$ cat src/rtl/cc_pkg.sv
// Shared types and defaults for the coprocessor memory arbiter.
package cc_pkg;

    typedef logic [31:0] cc_addr_t;
    typedef logic [31:0] cc_data_t;
    typedef logic [2:0]  cc_size_t;

    localparam int CC_MAX_OUTSTANDING = 4;

    typedef enum logic {
        IDLE,
        LOCKED
    } cc_gnt_state_e;

endpackage

$ cat src/rtl/cc_tag_fifo.sv
// In-order FIFO of requester tags, one entry per issued memory command.
module cc_tag_fifo #(
    parameter int DEPTH = 4,
    parameter int TW    = 1
) (
    input  logic          clk,
    input  logic          rst,
    input  logic          push,
    input  logic [TW-1:0] push_tag,
    input  logic          pop,
    output logic          full,
    output logic          empty,
    output logic [TW-1:0] head
);

    localparam int AW = $clog2(DEPTH);

    logic [TW-1:0] mem_q [DEPTH];
    logic [AW-1:0] wr_ptr_q, wr_ptr_d;
    logic [AW-1:0] rd_ptr_q, rd_ptr_d;
    logic [AW:0]   cnt_q, cnt_d;
    logic          do_push, do_pop;

    assign full    = (cnt_q == (AW+1)'(DEPTH));
    assign empty   = (cnt_q == '0);
    assign head    = mem_q[rd_ptr_q];
    assign do_push = push && !full;
    assign do_pop  = pop && !empty;

    // Power-of-2 depth lets the pointers wrap by natural overflow.
    always_comb begin
        wr_ptr_d = wr_ptr_q;
        rd_ptr_d = rd_ptr_q;
        cnt_d    = cnt_q;
        if (do_push) wr_ptr_d = wr_ptr_q + 1'b1;
        if (do_pop)  rd_ptr_d = rd_ptr_q + 1'b1;
        unique case ({do_push, do_pop})
            2'b10:   cnt_d = cnt_q + 1'b1;
            2'b01:   cnt_d = cnt_q - 1'b1;
            default: cnt_d = cnt_q;
        endcase
    end

    always_ff @(posedge clk or posedge rst) begin
        if (rst) begin
            wr_ptr_q <= '0;
            rd_ptr_q <= '0;
            cnt_q    <= '0;
        end else begin
            wr_ptr_q <= wr_ptr_d;
            rd_ptr_q <= rd_ptr_d;
            cnt_q    <= cnt_d;
        end
    end

    always_ff @(posedge clk) begin
        if (do_push) mem_q[wr_ptr_q] <= push_tag;
    end

endmodule

$ cat src/rtl/cc_mem_arbiter.sv
// Round-robin arbiter sharing one memory port between coprocessor
// requesters; responses are steered back in order via a tag FIFO.
module cc_mem_arbiter
    import cc_pkg::*;
#(
    parameter int NUM_REQ         = 2,
    parameter int MAX_OUTSTANDING = CC_MAX_OUTSTANDING
) (
    input  logic                 clk,
    input  logic                 rst,
    input  logic [NUM_REQ-1:0]   s_cmd_valid,
    output logic [NUM_REQ-1:0]   s_cmd_ready,
    input  logic [NUM_REQ*32-1:0] s_cmd_addr,
    input  logic [NUM_REQ-1:0]   s_cmd_read,
    input  logic [NUM_REQ*32-1:0] s_cmd_wdata,
    input  logic [NUM_REQ*3-1:0] s_cmd_size,
    output logic [NUM_REQ-1:0]   s_rsp_valid,
    input  logic [NUM_REQ-1:0]   s_rsp_ready,
    output cc_data_t             s_rsp_rdata,
    output logic                 s_rsp_err,
    output logic                 m_cmd_valid,
    input  logic                 m_cmd_ready,
    output cc_addr_t             m_cmd_addr,
    output logic                 m_cmd_read,
    output cc_data_t             m_cmd_wdata,
    output cc_size_t             m_cmd_size,
    input  logic                 m_rsp_valid,
    output logic                 m_rsp_ready,
    input  cc_data_t             m_rsp_rdata,
    input  logic                 m_rsp_err,
    output logic                 spurious_rsp
);

    localparam int TW = $clog2(NUM_REQ);

    cc_gnt_state_e state_q, state_d;
    logic [TW-1:0] gnt_q, gnt_d;
    logic [TW-1:0] rr_q, rr_d;
    logic [TW-1:0] rr_pick, gnt;
    logic          spur_q, spur_d;
    logic          cmd_fire, rsp_pop;
    logic          full, empty;
    logic [TW-1:0] head;

    // Scan downwards so the last hit is the first valid at/after rr_q.
    always_comb begin
        int j;
        j       = 0;
        rr_pick = rr_q;
        for (int k = NUM_REQ - 1; k >= 0; k--) begin
            j = int'(rr_q) + k;
            if (j >= NUM_REQ) j = j - NUM_REQ;
            if (s_cmd_valid[j]) rr_pick = TW'(j);
        end
    end

    assign gnt         = (state_q == LOCKED) ? gnt_q : rr_pick;
    assign m_cmd_valid = !rst && s_cmd_valid[gnt] && !full;
    assign m_cmd_addr  = s_cmd_addr[32*gnt +: 32];
    assign m_cmd_read  = s_cmd_read[gnt];
    assign m_cmd_wdata = s_cmd_wdata[32*gnt +: 32];
    assign m_cmd_size  = s_cmd_size[3*gnt +: 3];
    assign cmd_fire    = m_cmd_valid && m_cmd_ready;

    always_comb begin
        s_cmd_ready = '0;
        if (cmd_fire) s_cmd_ready[gnt] = 1'b1;
    end

    always_comb begin
        state_d = state_q;
        gnt_d   = gnt_q;
        rr_d    = rr_q;
        unique case (state_q)
            IDLE: begin
                if (m_cmd_valid && !m_cmd_ready) begin
                    state_d = LOCKED;
                    gnt_d   = gnt;
                end
            end
            LOCKED: begin
                if (cmd_fire) state_d = IDLE;
            end
            default: state_d = IDLE;
        endcase
        if (cmd_fire) begin
            rr_d = (int'(gnt) == NUM_REQ - 1) ? '0 : gnt + 1'b1;
        end
    end

    always_comb begin
        s_rsp_valid = '0;
        m_rsp_ready = 1'b1;
        if (!empty) begin
            s_rsp_valid[head] = m_rsp_valid;
            m_rsp_ready       = s_rsp_ready[head];
        end
    end

    assign rsp_pop      = m_rsp_valid && m_rsp_ready && !empty;
    assign spur_d       = m_rsp_valid && empty;
    assign spurious_rsp = spur_q;
    assign s_rsp_rdata  = m_rsp_rdata;
    assign s_rsp_err    = m_rsp_err;

    always_ff @(posedge clk or posedge rst) begin
        if (rst) begin
            state_q <= IDLE;
            gnt_q   <= '0;
            rr_q    <= '0;
            spur_q  <= 1'b0;
        end else begin
            state_q <= state_d;
            gnt_q   <= gnt_d;
            rr_q    <= rr_d;
            spur_q  <= spur_d;
        end
    end

    cc_tag_fifo #(
        .DEPTH (MAX_OUTSTANDING),
        .TW    (TW)
    ) u_tag_fifo (
        .clk      (clk),
        .rst      (rst),
        .push     (cmd_fire),
        .push_tag (gnt),
        .pop      (rsp_pop),
        .full     (full),
        .empty    (empty),
        .head     (head)
    );

endmodule
$ cat config.mk
export PLATFORM = sky130hd
export DESIGN_NAME = cc_mem_arbiter
export DESIGN_NICKNAME = d
export VERILOG_FILES = /design/src/rtl/cc_pkg.sv /design/src/rtl/cc_tag_fifo.sv /design/src/rtl/cc_mem_arbiter.sv
export SDC_FILE = /design/constraint.sdc
export NUM_CORES = 1
export LEC_CHECK = 0
export ABC_AREA = 1
export CAP_MARGIN = 10
export CORE_AREA = 3 3 111 113
export CTS_CLUSTER_DIAMETER = 60
export DETAILED_ROUTE_END_ITERATION = 8
export DIE_AREA = 0 0 114 116
export SYNTH_ARGS = -nofsm -noshare
export SYNTH_HDL_FRONTEND = slang
export SYNTH_SLANG_ARGS = --single-unit
$ cat constraint.sdc
create_clock -name clk -period 6.4 [get_ports clk]
set_input_delay 1.28 -clock clk [delete_from_list [all_inputs] [get_ports clk]]
set_output_delay 1.28 -clock clk [all_outputs]
set_load 0.02 [all_outputs]
After elaboration in Yosys (flattened, before gate mapping)
Memory sizes are Yosys's and may differ from the RTL's.
Cells that the tools add are included.
{ "op_classes": {"magnitude_cmp": 8, "add_sub_neg": 8, "bitwise_logic": 2, "n_mul": 1, "eq_ne": 3, "n_reduce_logical": 18, "shift": 3, "muxes": 31} }
{ "op_table": {"columns": ["operator", "count"], "rows": [
  ["indexed part select 64 x 7 -> 32 bit", 2],
  ["less-than comparator 32 x 3 -> 1 bit (second input constant)", 2],
  ["2-to-1 mux 32 bit", 2],
  ["2-to-1 mux 1 bit", 23],
  ["logical AND 1 bit", 11],
  ["case mux 3 bit (2 select lines)", 1],
  ["indexed part select 6 x 4 -> 3 bit", 1],
  ["adder 2 x 1 -> 2 bit (second input constant)", 2],
  ["zero test 1 bit", 4],
  ["less-than comparator 1 x 2 -> 1 bit (second input constant)", 2],
  ["2-to-1 mux 2 bit", 2],
  ["adder 3 x 1 -> 3 bit (second input constant)", 1],
  ["== test 3 bit (second input constant)", 1],
  ["zero test 3 bit", 1],
  ["multiplier 2 x 1 -> 3 bit (first input constant)", 1],
  ["subtractor 1 x 2 -> 3 bit (second input constant)", 1],
  ["subtractor 2 x 2 -> 3 bit (second input constant)", 1],
  ["subtractor 3 x 1 -> 3 bit (second input constant)", 1],
  ["adder 1 x 1 -> 2 bit (second input constant)", 1],
  ["AND 2 bit", 1],
  ["demux 1 bit (select 1 bit)", 2],
  ["== test 2 x 1 -> 1 bit (second input constant)", 1],
  ["== test 2 bit (second input constant)", 1],
  [">= comparator 1 bit (second input constant)", 2],
  ["other kinds (7)", 7]
]} }
{ "totals": {"wordCells": 82, "ramBits": 4, "output_inout_bits": 108, "memories": 1, "input_bits": 177, "reg_bits": 11} }
{ "memory_table": {"columns": ["memory", "words", "width", "rd", "rd_ports_with_merged_regs", "wr", "line", "source"], "rows": [
  ["u_tag_fifo.mem_q", 4, 1, 1, 0, 1, "cc_tag_fifo.sv:18", "logic [TW-1:0] mem_q [DEPTH];"]
]} }

Logic depth before layout (Yosys ltp)
Gate-level depths: netlist of run 1.
{ "logic_depth": {"depth_word": 17, "depth_mapped": 15, "ltp_nobuf": 15} }

Cells and area by module
From an unflattened synthesis of run 1, not the netlist that was laid out.
{ "unflattened": {"hier_cells": 372, "hier_area_um2": 2057.0} }
{ "by_module_without_submodules": {"columns": ["module", "cells_per_inst", "instances", "area_each_um2", "seq_area_each_um2"], "rows": [
  ["cc_mem_arbiter", 298, 1, 1383.8, 100.1],
  ["cc_tag_fifo", 74, 1, 673.1, 295.3]
]} }

Least setup slack after synthesis of run 1
No wires, ideal clock.
{ "synth_path": {"path_kind": "input to output", "start": "input port s_cmd_valid[1]", "end": "output port s_cmd_ready[1]", "slack_ns": 2.965, "path_stages": 7, "path_buffers": 0, "required_ns": 5.120, "arrival_time_ns": 2.155, "cell_sequence": "nor2_1 -> nor2_2 -> nand2_4 -> nand2_4 -> nand2_1 -> nand4_4 -> nor2_1"} }
{ "synth_via": {"elab_chain_len": 12, "word_cells_on_any_way": 20, "classes_between": "2 x order compare; 14 x mux; 4 x reduce/logical"} }
{ "synth_rtl": {"columns": ["element", "line", "source"], "rows": [
  ["start, declared", "cc_mem_arbiter.sv:11", "input logic [NUM_REQ-1:0] s_cmd_valid,"],
  ["parallel branches: the longest is 11 deep, another holds less-than comparator 1 x 2 -> 1 bit", null, null],
  ["2-to-1 mux 2 bit (*)", "cc_mem_arbiter.sv:67", "if (cmd_fire) s_cmd_ready[gnt] = 1'b1;"],
  ["end, declared", "cc_mem_arbiter.sv:12", "output logic [NUM_REQ-1:0] s_cmd_ready,"]
]} }
Mark *: on every way between the ends. The select of a mux whose other input is x is not followed.

Worst setup path in the final report of run 1
Same ends and word-level chain as after synthesis.

==> metrics.yaml, run 1 <==
outcome:
  status: "completed"
logic_synthesis:
  synthFlopType: "dfrtp_1"
  synth.top_cell.area_share_pct: 43.5
  synth_top_area_cell: "nand2_1"
  seq_area_frac_synth_pct: 19.7
  synth-seq-cells: 15
  synth_top_family_by_area: "simple AND/OR/NAND/NOR gates"
  synth_edf_count: 4
  syn-mean-instance-area_um2: 5.57
  synth_fa_ha_area_share_pct: 4.10
  synth_top_cells_by_count: "nand2_1 (233), buf_4 (33), inv_1 (22)"
  ys_async_sr_fraction_pct: 73.3
  ys_top_cells_by_area: "nand2_1 (43%), dfrtp_1 (14%), buf_4 (12%)"
  ys_types: 25
  synthMuxAreaShare_pct: 0
  syn-cell-area_mm2: 0.00201
  yosysMostFrequentCell: "nand2_1"
  synthCells: 361
  yosys.area_share.simple_pct: 52.5
  synth-compound-area-share_pct: 2.30
  synth_fp_nets: 544
  synth_xor_xnor_area_share_pct: 1.31
  yosysWarningCount: 0
clock_network:
  root_buffer: "clkbuf_16"
  cts_tree: "yes"
  cts_sinks: 15
  cts_max_level: 1
  clock_path_buffers: 2
  holdBufCountCts: 0
  postCtsSetupBuffers: 0
  numCtsBuffers: 3
  cts_resized: 0
  insertion_delay_ns: 0.25
  clkTransAtPathRegs_ns: 0.05
drt:
  routedWlPerCell_um: 13.1
  drt-total-wl_um: 8930
  drtIter0Drc: 105
  vias_per_cell: 3.93
  drc_errors: 0
  vias: 2683
  postRouteAntennaNets: 0
  first_pass_iters: 4
critical_path:
  crit_required_ns: 5.12
  cp_slowest_cell: "buf_4"
  crit_chain: "clkdlybuf4s50_1 -> nor2_1 -> nor2_2 -> nand2_4 -> nand2_4 -> buf_4 -> nand2_1 -> nand4_4 -> nor2_1 -> clkdlybuf4s50_1"
  r2r-end: "u_tag_fifo.cnt_q[2]"
  start_kind: "input port"
  path_class: "input port to primary output"
  cp_max_fo: 74
  cp_slowest_stage_delay_ns: 0.57
  reg2regPathDepth: 13
  rrSetupSlack_ns: 3.53
  endpoint_kind: "primary output"
  rr_startpoint: "rr_q"
  path_buf_inv: 3
  cp.arrival_ns: 3.79
  cpLargestDelayFamily: "buffers and inverters"
sta:
  max-slew-margin-rel_pct: 51.5
  max_freq_mhz: 197
  drv_slew: 0
  hold_ws_ns: 0.490
  hold_viol: 0
  skew_ns: 0.00507
  setup_viol_count_final: 0
  finalCritPeriodShare_pct: 79.2
  rsz0062_at_grt: "no"
  totalNegativeSetupSlack_ns: 0
  worst_pin_slew_ns: 0.727
  period_minus_slack_ns: 5.07
die:
  start_util_pct: 17.6
  die-area_mm2: 0.0132
  fp-row-count: 39
  die_h_um: 116
  ios: 285
  core_mm2: 0.0114
  dieWidth_um: 114
worst_hold_path:
  hp-class: "register to register"
  hp-start: "gnt_q"
  min_path_cells: 2
  whs_endpoint: "gnt_q"
global_routing:
  antenna_found_initial: 0
  grt_use_total_pct: 11.9
  grt_pass1_vias: 2529
  grt-ovfl-total: 0
  grt_max_degree: 75
  grt_pass1_wl_um: 12700
finish:
  area_delta_synth_final_pct: 107
  final_nets: 723
  nFillCells: 1223
  layout-drive-gt1-share_pct: 3.15
  diodes: 0
pwr:
  power.density_mw_per_mm2: 384
  ir_drop_uv: 185
  p_leak_nw: 1.98
placement:
  routabilityCongestion: 0.795
  dp_hpwl_um: 7570
  portBuffers: 218
flow_run:
  drv_cap: 0
==> how the worst max path moves through the flow <==
stage	endpoint	start	slack, ns	cells past startpoint
2_1_floorplan	s_cmd_ready[1]	s_cmd_valid[1]	2.97	7
3_3_place_gp	s_cmd_ready[1]	s_cmd_valid[1]	1.36	10
3_5_place_dp	s_cmd_ready[1]	s_cmd_valid[1]	1.29	10
4_1_cts	s_cmd_ready[1]	s_cmd_valid[1]	1.28	10
5_1_grt	s_cmd_ready[1]	s_cmd_valid[1]	1.13	10
6_report	s_cmd_ready[1]	s_cmd_valid[1]	1.33	10
==> cell usage in the layout (no fill, tap or decap), types with 3 or more instances in the layout <==
cell             netlist  layout
inv_1                 22      22
edfxtp_1               4       4
clkdlybuf4s50_1        0     218
ha_1                   5       5
nand2_1              233     233
nor2_1                11      11
nand3_1                7       7
buf_4                 33       3
clkbuf_16              0       3
dfrtp_1               11      11
o21ai_0                3       3
==> state kept, by name (all words and copies together), names as in the netlist, named ones only <==
signal	cells
u_tag_fifo.rd_ptr_q	2
gnt_q	1
rr_q	1
u_tag_fifo.mem_q	4
spurious_rsp	1
u_tag_fifo.wr_ptr_q	2
u_tag_fifo.cnt_q	3
==> tightest hold or removal path: cells and delay by family (launching register included) <==
family | cells | cell delay, ns
flops | 1 | 0.34
simple gates | 2 | 0.12
==> per-stage QoR <==
stage | setup WS (ns) | std cells | power [mW] | utilization, % | instance area (µm²)
CTS | 1.28 | 682 | 1.62 | 36.4 | 4160
global route | 1.13 | 682 | 1.73 | 36.4 | 4160
floorplan | 2.97 | 361 | 0.919 | - | 2010
finish | 1.33 | 682 | 1.60 | 36.4 | 4160
detailed placement | 1.29 | 678 | 1.50 | 35.7 | 4080
global placement | 1.36 | 678 | 1.48 | 35.7 | 4080
==> where the power goes <==
part	internal (mW)	switching, mW	leakage [nW]
Sequential	0.138	0.0336	0.173
Combinational	0.572	0.733	1.77
Clock	0.0833	0.0370	0.0409
==> cell families (layout without fill, tap and decap cells) <==
family          Yosys count  count (layout)
compound gates            6               6
xor+xnor                  3               3
fa+ha+maj                 6               6
buf+inv                  70             248
flops                    15              15
simple gates            261             261
==> per-layer routing <==
layer / GRT usage (%) / up-vias / share of wire, %
met3: 3.66 / 22 / 11
li1: - / 1402 / -
met5: 0 / - / 0
met1: 14.1 / 1109 / 37
met4: 3.64 / 0 / 1.9
met2: 20.8 / 150 / 50
==> final cells by class <==
type	count	area, µm²	area share (%)
Inverter	23	86.3	2.08
Clock inverter	1	5.00	0.120
Multi-Input combinational cell	276	1210	29.2
Tap cell	143	179	4.30
Clock buffer	3	75.1	1.81
Timing Repair Buffer	221	2200	53.0
Sequential cell	15	395	9.51
Note: power is estimated with default switching activity, not from simulation.
==> inputs of run 2 (changes only) <==
--- a/config.mk
+++ b/config.mk
@@ -7,10 +7,10 @@
 export LEC_CHECK = 0
 export ABC_AREA = 1
 export CAP_MARGIN = 10
-export CORE_AREA = 3 3 111 113
+export CORE_AREA = 3 3 108 110
 export CTS_CLUSTER_DIAMETER = 60
 export DETAILED_ROUTE_END_ITERATION = 8
-export DIE_AREA = 0 0 114 116
+export DIE_AREA = 0 0 111 113
 export SYNTH_ARGS = -nofsm -noshare
 export SYNTH_HDL_FRONTEND = slang
 export SYNTH_SLANG_ARGS = --single-unit
==> constraint.sdc (replaced) <==
create_clock -name clk -period 5.2 [get_ports clk]
set_input_delay 1.04 -clock clk [delete_from_list [all_inputs] [get_ports clk]]
set_output_delay 1.04 -clock clk [all_outputs]
set_load 0.02 [all_outputs]
==> run 2 against run 1 <==
Against the previous run:
- worst hold slack about the same
- combinational power increased by 24%
- final cell count decreased by 0.59%
==> metrics.yaml, run 2 (synthesis gave the netlist of run 1 again) <==
sta:
  finalCritPeriodShare_pct: 86.6
  setup_viol_count_final: 0
  fin_ws_ns: 0.697
  worst_pin_slew_ns: 0.424
  rsz0062_at_grt: "no"
  hold_ws_ns: 0.489
  max-slew-margin-rel_pct: 71.7
  totalNegativeSetupSlack_ns: 0
  skew_ns: 0.00212
  drv_slew: 0
  max_freq_mhz: 222
  period_minus_slack_ns: 4.50
  hold_viol: 0
critical_path:
  cp_slowest_cell: "clkdlybuf4s50_1"
  path_class: "input port to primary output"
  crit_required_ns: 4.16
  path_buf_inv: 3
  path_depth: 9
  cp_slowest_stage_delay_ns: 0.64
  cp_max_fo: 44
  cp.arrival_ns: 3.46
  endpoint_kind: "primary output"
  cpLargestDelayFamily: "buffers and inverters"
  rr_startpoint: "rr_q"
  rrSetupSlack_ns: 2.79
  start_kind: "input port"
  r2r-end: "u_tag_fifo.cnt_q[2]"
  reg2regPathDepth: 12
  crit_chain: "clkdlybuf4s50_1 -> nor2_1 -> nor2_2 -> nand2_4 -> nand2_4 -> buf_4 -> nand2_1 -> nand2_1 -> clkdlybuf4s50_1"
clock_network:
  cts_max_level: 1
  insertion_delay_ns: 0.25
  cts_resized: 0
  numCtsBuffers: 3
  postCtsSetupBuffers: 0
  root_buffer: "clkbuf_8"
  cts_tree: "yes"
  holdBufCountCts: 0
  cts_sinks: 15
  clkTransAtPathRegs_ns: 0.06
  clock_path_buffers: 2
drt:
  postRouteAntennaNets: 0
  drc_errors: 0
  routedWlPerCell_um: 13.6
  vias: 2680
  drt-total-wl_um: 9240
  first_pass_iters: 4
  vias_per_cell: 3.95
  drtIter0Drc: 128
finish:
  layout-drive-gt1-share_pct: 2.79
  largestRegisters: "u_tag_fifo.mem_q: 4 flops, u_tag_fifo.cnt_q: 3 flops"
  nFillCells: 1136
  layout_commonest_cell: "nand2_1"
  final_nets: 722
  area_delta_synth_final_pct: 105
  largest_reg_flops: 4
  diodes: 0
  final_cell_mix: "nand2_1 (233), clkdlybuf4s50_1 (218), inv_1 (22)"
  regMostFlops: "u_tag_fifo.mem_q"
worst_hold_path:
  whs_endpoint: "gnt_q"
  hp-start: "gnt_q"
  min_path_cells: 2
  hp-class: "register to register"
global_routing:
  grt-ovfl-total: 0
  grt_use_total_pct: 13.7
  grt_max_degree: 58
  antenna_found_initial: 0
  grt_pass1_vias: 2636
  grt_pass1_wl_um: 14100
pwr:
  ir_drop_uv: 263
  power.density_mw_per_mm2: 465
  p_leak_nw: 1.97
die:
  fp-row-count: 38
  ios: 285
  die_h_um: 113
  core_mm2: 0.0108
  dieWidth_um: 111
  start_util_pct: 18.6
  die-area_mm2: 0.0125
placement:
  portBuffers: 218
  dp_hpwl_um: 7900
  pre_cts_ws_ns: 0.694
  routabilityCongestion: 0.918
flow_run:
  drv_cap: 0
outcome:
  status: "completed"
## run 2: cell count changes in the layout (fill, tap and decap cells not counted)
cell       change
clkbuf_1       +1
buf_12         +1
clkinv_2       -1
buf_4          -2
clkbuf_16      -3
clkbuf_8       +3
## run 2: worst min-delay path: stages, from the launching register on
cell and delay [ns]:
dfrtp_1 0.35, nand2_1 0.05, nand2_1 0.06
## run 2: cell type report
| cell class | count | area, µm² | share of cell area, % |
|---|---|---|---|
| Timing Repair Buffer | 220 | 2210 | 53.6 |
| Multi-Input combinational cell | 276 | 1210 | 29.4 |
| Sequential cell | 15 | 395 | 9.59 |
| Tap cell | 140 | 175 | 4.25 |
| Inverter | 23 | 86.3 | 2.09 |
| Clock buffer | 4 | 45.0 | 1.09 |
## run 2: stage by stage
stage / std cells / utilization [%] / power [mW] / cell area (µm²)
2_1_floorplan: 361 / - / 1.13 / 2010
3_3_place_gp: 674 / 37.8 / 1.83 / 4080
3_5_place_dp: 674 / 37.8 / 1.84 / 4080
4_1_cts: 678 / 38.2 / 1.95 / 4120
5_1_grt: 678 / 38.2 / 2.08 / 4120
6_report: 678 / 38.2 / 1.92 / 4120
## run 2: power breakdown
| group | internal (mW) | switching [mW] |
|---|---|---|
| logic | 0.707 | 0.905 |
| clock network | 0.0542 | 0.0406 |
| registers | 0.169 | 0.0415 |
## run 2: per-layer routing
layer	track usage [%]	vias up	wire [µm]	share of wire [%]
met5	0	-	0	0
met4	2.55	0	100	1.1
met3	6.20	14	1060	11
met2	23.6	133	4470	48
met1	16.0	1134	3600	39
li1	-	1399	-	-
## run 2: how the worst max path moves through the flow
| stage | start | endpoint |
|---|---|---|
| after floorplan | s_cmd_valid[1] | s_cmd_ready[1] |
| after global placement | s_cmd_valid[1] | m_cmd_addr[24] |
| after detailed placement | s_cmd_valid[1] | m_cmd_addr[5] |
| after CTS | s_cmd_valid[1] | m_cmd_addr[16] |
| after global routing | s_cmd_valid[1] | m_cmd_addr[6] |
| final | s_cmd_valid[1] | m_cmd_addr[2] |
==> inputs of run 3 (changes only) <==
==> constraint.sdc (replaced) <==
create_clock -name clk -period 4.6 [get_ports clk]
set_input_delay 0.92 -clock clk [delete_from_list [all_inputs] [get_ports clk]]
set_output_delay 0.92 -clock clk [all_outputs]
set_load 0.02 [all_outputs]
==> run 3 against run 2 <==
Against the previous run:
- clock skew grew 0.0022 ns
- sequential power grew 13%
- die area is the same
- largest power group unchanged
- design area barely moved
- combinational power increased by 13%
- via count is 0.37% higher
- critical endpoint is now m_cmd_addr[25]
- non-clock buffer count is 2 higher
==> metrics.yaml, run 3 (synthesis gave the netlist of run 1 again) <==
sta:
  worst_pin_slew_ns: 0.449
  max-slew-margin-rel_pct: 70.1
  finalCritPeriodShare_pct: 87.1
  drv_slew: 0
  hold_viol: 0
  skew_ns: 0.00427
  rsz0062_at_grt: "no"
  totalNegativeSetupSlack_ns: 0
  period_minus_slack_ns: 4.01
  setup_viol_count_final: 0
  max_freq_mhz: 250
die:
  die_h_um: 113
  die-area_mm2: 0.0125
  start_util_pct: 18.6
  ios: 285
  core_mm2: 0.0108
  dieWidth_um: 111
  fp-row-count: 38
clock_network:
  holdBufCountCts: 0
  cts_tree: "yes"
  clock_path_buffers: 2
  root_buffer: "clkbuf_8"
  postCtsSetupBuffers: 0
  cts_max_level: 1
  numCtsBuffers: 3
  clkTransAtPathRegs_ns: 0.06
  cts_resized: 0
  insertion_delay_ns: 0.25
  cts_sinks: 15
critical_path:
  crit_chain: "clkdlybuf4s50_1 -> nor2_1 -> nor2_2 -> nand2_4 -> nand2_4 -> inv_2 -> buf_4 -> nand2_1 -> nand2_1 -> clkdlybuf4s50_1"
  crit_required_ns: 3.68
  start_kind: "input port"
  cp.arrival_ns: 3.09
  path_buf_inv: 4
  cp_slowest_stage_delay_ns: 0.60
  endpoint_kind: "primary output"
  rr_startpoint: "u_tag_fifo.rd_ptr_q[0]"
  cp-startpoint: "s_cmd_valid[1]"
  cpLargestDelayFamily: "buffers and inverters"
  path_class: "input port to primary output"
  cp_slowest_cell: "clkdlybuf4s50_1"
  cp_max_fo: 46
global_routing:
  grt_use_total_pct: 13.8
  antenna_found_initial: 0
  grt_pass1_vias: 2616
  grt-ovfl-total: 0
  grt_pass1_wl_um: 13800
  grt_max_degree: 47
placement:
  dp_hpwl_um: 8000
  routabilityCongestion: 0.948
  dp_cells: 676
  portBuffers: 218
drt:
  first_pass_iters: 4
  drc_errors: 0
  postRouteAntennaNets: 0
  drt-total-wl_um: 9320
  drtIter0Drc: 131
  vias_per_cell: 3.96
  routedWlPerCell_um: 13.7
  vias: 2690
finish:
  final_cell_count_no_fill: 680
  area_delta_synth_final_pct: 105
  final_cell_mix: "nand2_1 (233), clkdlybuf4s50_1 (218), inv_1 (22)"
  final_nets: 724
  regMostFlops: "u_tag_fifo.mem_q"
  layout_commonest_cell: "nand2_1"
  largestRegisters: "u_tag_fifo.mem_q: 4 flops, u_tag_fifo.cnt_q: 3 flops"
  largest_reg_flops: 4
  layout-drive-gt1-share_pct: 3.33
  diodes: 0
outcome:
  status: "completed"
pwr:
  power.density_mw_per_mm2: 525
  ir_drop_uv: 246
  p_leak_nw: 1.97
worst_hold_path:
  hp-class: "register to register"
  hp-start: "gnt_q"
flow_run:
  drv_cap: 0
-- run 3: changes by cell type in the layout (fill, tap and decap cells not counted) --
cell	before	now
buf_4	1	4
buf_12	1	0
clkbuf_1	1	0
clkinv_2	0	1
-- run 3: per-stage QoR --
| step | hold WS, ns | power (mW) | setup WS [ns] | cell area (µm²) | utilization, % |
|---|---|---|---|---|---|
| 3_5_place_dp | 0.475 | 2.08 | 0.607 | 4080 | 37.8 |
| 4_1_cts | 0.493 | 2.21 | 0.588 | 4130 | 38.2 |
| 2_1_floorplan | 0.449 | 1.28 | 1.89 | 2010 | - |
| 3_3_place_gp | 0.471 | 2.06 | 0.660 | 4080 | 37.8 |
| 5_1_grt | 0.520 | 2.35 | 0.435 | 4130 | 38.2 |
| 6_report | 0.490 | 2.17 | 0.593 | 4130 | 38.2 |
-- run 3: area by class of cell --
class / instances / area [µm²]
Fill cell: 1143 / 6670
Timing Repair Buffer: 222 / 2210
Multi-Input combinational cell: 276 / 1210
Sequential cell: 15 / 395
Tap cell: 140 / 175
Inverter: 23 / 86.3
Clock buffer: 3 / 41.3
Clock inverter: 1 / 5.00
-- run 3: final timing paths --
path,end,slack [ns],depth (start not counted)
max,m_cmd_addr[25],0.59,10
min,gnt_q,0.49,2
max reg2reg,u_tag_fifo.cnt_q[2],2.35,15
min reg2reg,gnt_q,0.49,2
max in group asynchronous,u_tag_fifo.cnt_q[0],3.24,2
min in group asynchronous,u_tag_fifo.cnt_q[1],1.05,2
-- run 3: power breakdown --
part,switching (mW),internal [mW],leakage [nW]
Combinational,1.02,0.800,1.77
Clock,0.0486,0.0601,0.0255
Sequential,0.0479,0.192,0.173
Total,1.12,1.05,1.97
-- run 3: worst register-to-register path: stages, from the launching register on --
cell and delay, ns:
dfrtp_1 0.43, inv_1 0.11, nand2_1 0.06, nand3_1 0.06, nand2_1 0.08, inv_1 0.08
nand2_1 0.05, nand2_1 0.12, nand2_1 0.10, inv_1 0.07, ha_1 0.13, inv_1 0.07
fa_1 0.38, a21oi_1 0.14, o21ai_0 0.11, xnor2_1 0.14
-- run 3: layer usage --
layer	routed length, µm	up-vias	GRT usage (%)
met5	0	-	0
met4	150	0	3.78
met3	1020	18	5.67
met2	4580	134	24.4
met1	3570	1138	15.2
li1	-	1400	-
